[src/rtl/vga_sync_gen.sv]
// vga_sync_gen: raster timing generator. A clock divider paces the pixel counters,
// and sync/blank decodes, line/frame strobes and a frame counter are all registered together.

module vga_sync_gen_chk #(
  parameter int XBITS = 10,
  parameter int YBITS = 10,
  parameter int HTOT  = 800,
  parameter int VTOT  = 525
) (
  input logic             clk,
  input logic             reset,
  input logic             pix_tick,
  input logic [XBITS-1:0] x,
  input logic [YBITS-1:0] y,
  input logic             line_start,
  input logic             frame_start
);

  localparam logic [XBITS-1:0] X_LAST = XBITS'(HTOT - 1);
  localparam logic [YBITS-1:0] Y_LAST = YBITS'(VTOT - 1);

  a_x_range: assert property (@(posedge clk) disable iff (reset) x <= X_LAST);
  a_y_range: assert property (@(posedge clk) disable iff (reset) y <= Y_LAST);
  a_line_start: assert property (@(posedge clk) disable iff (reset)
    line_start |-> (pix_tick && (x == {XBITS{1'b0}})));
  a_frame_start: assert property (@(posedge clk) disable iff (reset)
    frame_start |-> (line_start && (y == {YBITS{1'b0}})));

endmodule

module vga_sync_gen #(
  parameter int   CLKDIV   = 4,
  parameter int   HVIS     = 640,
  parameter int   HFP      = 16,
  parameter int   HSW      = 96,
  parameter int   HBP      = 48,
  parameter int   VVIS     = 480,
  parameter int   VFP      = 10,
  parameter int   VSW      = 2,
  parameter int   VBP      = 33,
  parameter logic SYNC_POL = 1'b0,
  parameter int   XBITS    = 10,
  parameter int   YBITS    = 10
) (
  input  logic             clk,
  input  logic             reset,
  output logic             pix_tick,
  output logic [XBITS-1:0] x,
  output logic [YBITS-1:0] y,
  output logic             activevideo,
  output logic             hsync,
  output logic             vsync,
  output logic             line_start,
  output logic             frame_start,
  output logic [7:0]       frame_count
);

  localparam int HTOT = HVIS + HFP + HSW + HBP;
  localparam int VTOT = VVIS + VFP + VSW + VBP;
  localparam int DW   = (CLKDIV > 1) ? $clog2(CLKDIV) : 1;
  localparam int XW1  = XBITS + 1;
  localparam int YW1  = YBITS + 1;

  localparam logic [DW-1:0]    DIV_LAST = DW'(CLKDIV - 1);
  localparam logic [XBITS-1:0] X_LAST   = XBITS'(HTOT - 1);
  localparam logic [YBITS-1:0] Y_LAST   = YBITS'(VTOT - 1);
  // Decode bounds carry one spare bit so an end bound equal to the total cannot alias.
  localparam logic [XBITS:0]   X_VIS    = XW1'(HVIS);
  localparam logic [XBITS:0]   X_HS_ON  = XW1'(HVIS + HFP);
  localparam logic [XBITS:0]   X_HS_OFF = XW1'(HVIS + HFP + HSW);
  localparam logic [YBITS:0]   Y_VIS    = YW1'(VVIS);
  localparam logic [YBITS:0]   Y_VS_ON  = YW1'(VVIS + VFP);
  localparam logic [YBITS:0]   Y_VS_OFF = YW1'(VVIS + VFP + VSW);

  logic [DW-1:0]    div_r;
  logic             pix_tick_r;
  logic [XBITS-1:0] x_r;
  logic [YBITS-1:0] y_r;
  logic             active_r;
  logic             hsync_r;
  logic             vsync_r;
  logic             line_start_r;
  logic             frame_start_r;
  logic [7:0]       frame_count_r;

  logic             div_last_s;
  logic             wrap_x_s;
  logic             wrap_y_s;
  logic [XBITS-1:0] x_nxt_s;
  logic [YBITS-1:0] y_nxt_s;
  logic [XBITS:0]   x_ext_s;
  logic [YBITS:0]   y_ext_s;
  logic             active_nxt_s;
  logic             hsync_nxt_s;
  logic             vsync_nxt_s;

  // Next raster position and its decodes, committed only on a pixel advance.
  always_comb begin
    div_last_s = (div_r == DIV_LAST);
    wrap_x_s   = (x_r == X_LAST);
    wrap_y_s   = wrap_x_s && (y_r == Y_LAST);

    if (wrap_x_s) begin
      x_nxt_s = {XBITS{1'b0}};
    end else begin
      x_nxt_s = x_r + XBITS'(1);
    end

    if (wrap_y_s) begin
      y_nxt_s = {YBITS{1'b0}};
    end else if (wrap_x_s) begin
      y_nxt_s = y_r + YBITS'(1);
    end else begin
      y_nxt_s = y_r;
    end

    x_ext_s      = {1'b0, x_nxt_s};
    y_ext_s      = {1'b0, y_nxt_s};
    active_nxt_s = (x_ext_s < X_VIS) && (y_ext_s < Y_VIS);

    if ((x_ext_s >= X_HS_ON) && (x_ext_s < X_HS_OFF)) begin
      hsync_nxt_s = SYNC_POL;
    end else begin
      hsync_nxt_s = ~SYNC_POL;
    end

    if ((y_ext_s >= Y_VS_ON) && (y_ext_s < Y_VS_OFF)) begin
      vsync_nxt_s = SYNC_POL;
    end else begin
      vsync_nxt_s = ~SYNC_POL;
    end
  end

  // Divider, raster counters, registered decodes and strobes.
  always_ff @(posedge clk) begin
    if (reset) begin
      div_r         <= {DW{1'b0}};
      pix_tick_r    <= 1'b0;
      x_r           <= {XBITS{1'b0}};
      y_r           <= {YBITS{1'b0}};
      active_r      <= 1'b1;
      hsync_r       <= ~SYNC_POL;
      vsync_r       <= ~SYNC_POL;
      line_start_r  <= 1'b0;
      frame_start_r <= 1'b0;
      frame_count_r <= 8'd0;
    end else begin
      pix_tick_r    <= div_last_s;
      line_start_r  <= div_last_s && wrap_x_s;
      frame_start_r <= div_last_s && wrap_y_s;
      if (div_last_s) begin
        div_r    <= {DW{1'b0}};
        x_r      <= x_nxt_s;
        y_r      <= y_nxt_s;
        active_r <= active_nxt_s;
        hsync_r  <= hsync_nxt_s;
        vsync_r  <= vsync_nxt_s;
        if (wrap_y_s) begin
          frame_count_r <= frame_count_r + 8'd1;
        end
      end else begin
        div_r <= div_r + DW'(1);
      end
    end
  end

  assign pix_tick    = pix_tick_r;
  assign x           = x_r;
  assign y           = y_r;
  assign activevideo = active_r;
  assign hsync       = hsync_r;
  assign vsync       = vsync_r;
  assign line_start  = line_start_r;
  assign frame_start = frame_start_r;
  assign frame_count = frame_count_r;

  vga_sync_gen_chk #(
    .XBITS(XBITS),
    .YBITS(YBITS),
    .HTOT (HTOT),
    .VTOT (VTOT)
  ) u_chk (
    .clk        (clk),
    .reset      (reset),
    .pix_tick   (pix_tick_r),
    .x          (x_r),
    .y          (y_r),
    .line_start (line_start_r),
    .frame_start(frame_start_r)
  );

endmodule

[config.mk]
export PLATFORM = sky130hd
export DESIGN_NAME = vga_sync_gen
export DESIGN_NICKNAME = d
export VERILOG_FILES = /design/src/rtl/vga_sync_gen.sv
export SDC_FILE = /design/constraint.sdc
export NUM_CORES = 1
export LEC_CHECK = 0
export BUFFER_PORTS_ARGS = -buffer_cell sky130_fd_sc_hd__buf_2
export CORE_ASPECT_RATIO = 0.5
export CORE_UTILIZATION = 35
export CTS_BUF_LIST = sky130_fd_sc_hd__clkbuf_16
export DETAILED_ROUTE_END_ITERATION = 7
export GPL_TIMING_DRIVEN = 0
export PLACE_DENSITY = 0.6
export SYNTH_ARGS = -nofsm -noshare
export SYNTH_HDL_FRONTEND = slang
export SYNTH_SLANG_ARGS = --single-unit
[constraint.sdc]
create_clock -name clk -period 5.5 [get_ports clk]
set_clock_uncertainty 0.1 [all_clocks]
set_input_delay 1.1 -clock clk [delete_from_list [all_inputs] [get_ports clk]]
set_output_delay 1.1 -clock clk [all_outputs]
set_load 0.02 [all_outputs]
Word level (Yosys, flattened, before mapping)
Index checks and enable logic that the tools add are counted.
- output and inout port bits: 34
- logic and storage cells: 36
- bits in latches: 0
- ROM bits: 0
- memories: 0
- register bits after elaboration: 36
- input port bits: 2
- bits in writable memories: 0
- magnitude comparators: 6
- divide/modulo/power cells: 0
- reductions and logical operators: 8
- $mul: 0
- multiplexer cells: 5
- shift-type cells: 0
- equal/unequal tests: 3
- $add $sub $neg: 4
- bitwise operators: 0
- operators with widths (kind ; number):
    10-bit two-way mux ; 3
    10-bit by 1-bit adder with 10-bit output (second input constant) ; 2
    10-bit equality test (second input constant) ; 2
    10-bit less-than comparator (second input constant) ; 2
    10-bit by 9-bit less-than comparator with 1-bit output (second input constant) ; 2
    10-bit >= comparator (second input constant) ; 1
    10-bit by 9-bit >= comparator with 1-bit output (second input constant) ; 1
    8-bit by 1-bit adder with 8-bit output (second input constant) ; 1
    1-bit logical AND ; 6
    2-bit by 1-bit adder with 2-bit output (second input constant) ; 1
    2-bit equality test (second input constant) ; 1
    1-bit two-way mux ; 2
    2-bit AND reduction ; 1
    2-bit OR reduction ; 1

Logic depth before layout (Yosys ltp)
- word-level depth: 6
- gate-level depth with buffers: 10
- mapped depth without buffers: 8

Least setup slack after synthesis
Ideal clock, no wire load.
- path type: flip-flop to flip-flop
- start: register x_r[0] (netlist: x[0])
- end: register vsync_r (netlist: vsync)
- period minus slack after synthesis: 2543 ps
- arrival: 2318 ps
- library setup time: 125 ps
- stages on the path, launching flop included: 11
- path slack: 2957 ps
- buffers on the path: 3
- required time: 5275 ps
- path through: dfxtp_1 -> ha_1 -> buf_2 -> and4_1 -> buf_2 -> and3_1 -> clkbuf_2 -> nand3_1 -> xor2_1 -> nand3b_1 -> o41a_1
- word-level cells in the longest chain between the ends: 6
- elaborated cells on any way between the ends: 8
- those cells by class: order compare (2); eq/ne (1); mux (3); reduce/logical (2)
- RTL lines (element ; line ; text):
    start, declared ; 77 ; logic [XBITS-1:0] x_r;
    start signal, assigned ; 139 ; x_r <= {XBITS{1'b0}};
    start signal, assigned ; 153 ; x_r <= x_nxt_s;
    10-bit equality test * ; 100 ; wrap_x_s = (x_r == X_LAST);
    10-bit two-way mux or 1-bit logical AND (tied branches) ; 111, 101 ;
    10-bit two-way mux * ; 109 ; if (wrap_y_s) begin
    10-bit by 9-bit >= comparator with 1-bit output or 10-bit by 9-bit less-than comparator with 1-bit output (tied branches) ; 127 ; if ((y_ext_s >= Y_VS_ON) && (y_ext_s < Y_VS_OFF)) begin
    1-bit logical AND * ; 127 ;
    1-bit two-way mux * ; 127 ;
    end signal, assigned ; 143 ; vsync_r <= ~SYNC_POL;
    end signal, assigned ; 157 ; vsync_r <= vsync_nxt_s;
    end, declared ; 81 ; logic vsync_r;
Mark *: on every way between the ends. The rest lies on a longest branch, timed or not.
A chain may end at the register's enable or synchronous reset.

Final worst setup path
Same ends and word-level chain as after synthesis.

==> results.tsv <==
metric	value	unit
area_delta_synth_final	21.90	%
regToRegStartpoint	x[0]	
ctsHoldBuffers	0	
peakVddDrop	0.0001901	V
hold_start	div_r[0]	
place_inst	342	
p_total	617.1	uW
drcViolationCount	0	
max_freq	379.0	MHz
cts_tree	built	
crit_path_start	x[0]	
die-area	0.005820	mm^2
drt_iter0_drc	74	
drtPass1Iterations	4	
worst-slew-pin-transition	0.8397	ns
port_buffers	34	
synth.distinct_cells	50	
place.gp.congestion	0.8088	
synth_seq_area_share	0.3743	
hold_viol_final	0	
final_cells	350	
hold_class	flop to flop	
status	finished, final reports clean	
slowest_delay	0.43	ns
synth_cells	238	
setup_violations	0	
rsz0062_at_grt	no	
crit_top_cell	buf_2	
final_cell_mix	buf_2, dfxtp_1, nor2_1, nand2_1	
worstPathArrival	2.70	ns
fin_nets	286	
worstSetupStartpointType	flop	
cts_resized	0	
initial_core_util	0.3767	
grt_pass1_wl	7.797	mm
leakagePower	0.0009069	uW
grt-ovfl-total	0	
synth.yosys.warnings	0	
synth_seq_cells	36	
antenna_found_initial	0	
clk_latency	0.28	ns
cp_max_fo	10	
vias	1812	
grtUsageTotal	0.1776	
slowest_stage	dfxtp_1	
final_common_cell	buf_2	
syn_area	0.001926	mm^2
layout-drive-gt1-share	0.1929	
clock-root-buffer	clkbuf_16	
max-clock-path-buffers	2	
avgSynthCellArea	8.091	um^2
worstSetupPathType	flop to flop	
ys.flop_type	dfxtp_1	
synth_edf_count	0	
routedWlPerCell	13.53	um
ys_async_sr_fraction	0	
worst-endpoint-required	5.56	ns
clkSinkCount	36	
p_per_area	262.9	mW/mm^2
syn_nets	245	
htreeDepth	2	
die_h	54.45	um
dp_hpwl	3.418	mm
coreArea	0.005112	mm^2
clkTransAtPathRegs	0.06	ns
first_global_vias	1607	
routed_wl	4.737	mm
maxCapViolations	0	
grt_start_max_net_pins	12	
diodes	0	
period_share	0.4797	
num_rows	18	
slew_violations	0	
crit_chain	ha_1 > buf_2 > and4_1 > buf_2 > and3_1 > clkbuf_2 > nand3_1 > xor2_1 > nand3b_1 > o41a_1	
max_slew_margin	0.4350	
io_pins	36	
cts_buffers	5	
crit_path_end_kind	flop	
setup_tns	0	ns
die_x	106.9	um
ant_nets	0	
fin_crit	2.638	ns
cts_setup_buffers	0	
via_per_inst	5.177	
## report_power, final
group | internal [uW] | switching (uW) | leakage [uW]
registers | 266 | 4.05 | 0.000291
logic | 10.2 | 19.9 | 0.000531
clock network | 211 | 106 | 0.0000850
## kinds of logic (layout without fill, tap and decap cells)
kind of cell	after synthesis	after routing	synth area share
fa+ha+maj	5	5	0.03249
buf+inv	20	62	0.05588
simple gates	109	109	0.2898
xor+xnor	16	16	0.07277
compound gates	51	51	0.1696
mux	1	1	0.005198
flops	36	36	0.3743
## per-layer routing
layer,track usage,vias up,wire (um)
li1,-,935,-
met1,0.2398,843,2538
met2,0.2796,30,1959
met3,0.04286,4,189
met4,0.06621,0,49
met5,0,-,0
## state kept, by name, indices dropped and copies added, names as in the netlist
name         cells
activevideo      1
div_r            2
frame_count      8
frame_start      1
hsync            1
line_start       1
pix_tick         1
vsync            1
x               10
y               10
## critical path, delay by kind of cell (launching register included)
kind / cells / cell delay, ns
AOI/OAI and AO/OA: 1 / 0.43
xor gates and xnor gates: 1 / 0.17
buffers and inverters: 3 / 0.54
DFF: 1 / 0.43
adders and majority gates: 1 / 0.17
and+or+nand+nor: 4 / 0.68
## synthesized netlist by cell type, types with 2 or more instances
master / number / area [um^2]
a211oi_1: 3 / 22.52
o21ai_0: 17 / 85.08
dfxtp_1: 36 / 720.7
xor2_1: 11 / 96.34
nand2b_1: 2 / 12.51
nor3b_1: 2 / 15.01
nor2_1: 26 / 97.59
clkbuf_8: 2 / 27.53
a21oi_1: 15 / 75.07
o311a_1: 2 / 20.02
nor3_1: 9 / 45.04
and3_1: 4 / 25.02
xnor2_1: 5 / 43.79
buf_2: 3 / 15.01
clkbuf_1: 8 / 30.03
ha_1: 5 / 62.56
nand3b_1: 3 / 22.52
nor4_1: 2 / 12.51
nand3_1: 17 / 85.08
nand4_1: 9 / 56.30
a31oi_1: 2 / 12.51
nand2_1: 20 / 75.07
or3_1: 4 / 25.02
inv_1: 5 / 18.77
## cell type report
| class | instances | area, um^2 |
|---|---|---|
| fillers | 522 | 2765 |
| multi-input cells | 182 | 1097 |
| flip-flops and latches | 36 | 720.7 |
| repair buffers | 34 | 170.2 |
| clock buffers | 5 | 125.1 |
| plain buffers | 15 | 88.84 |
| well taps | 70 | 87.58 |
| clock inverters | 3 | 38.79 |
| inverters | 5 | 18.77 |
## through the flow
step                utilization  worst slack (ns)  hold WS (ns)  area (um^2)
floorplan                     -             2.957        0.3043         1926
global placement         0.4271             2.868        0.3144         2183
detailed placement       0.4271             2.877        0.3233         2183
CTS                      0.4591             2.866        0.3369         2347
global route             0.4591             2.628        0.3556         2347
finish                   0.4591             2.862        0.3347         2347
## final timing paths
kind	to	slack [ns]	cells after the start
min reg2reg	div_r[0]	0.33	1
max	vsync	2.86	10
max reg2reg	vsync	2.86	10
min	div_r[0]	0.33	1
No activity file was read; power rests on OpenSTA's default activity.
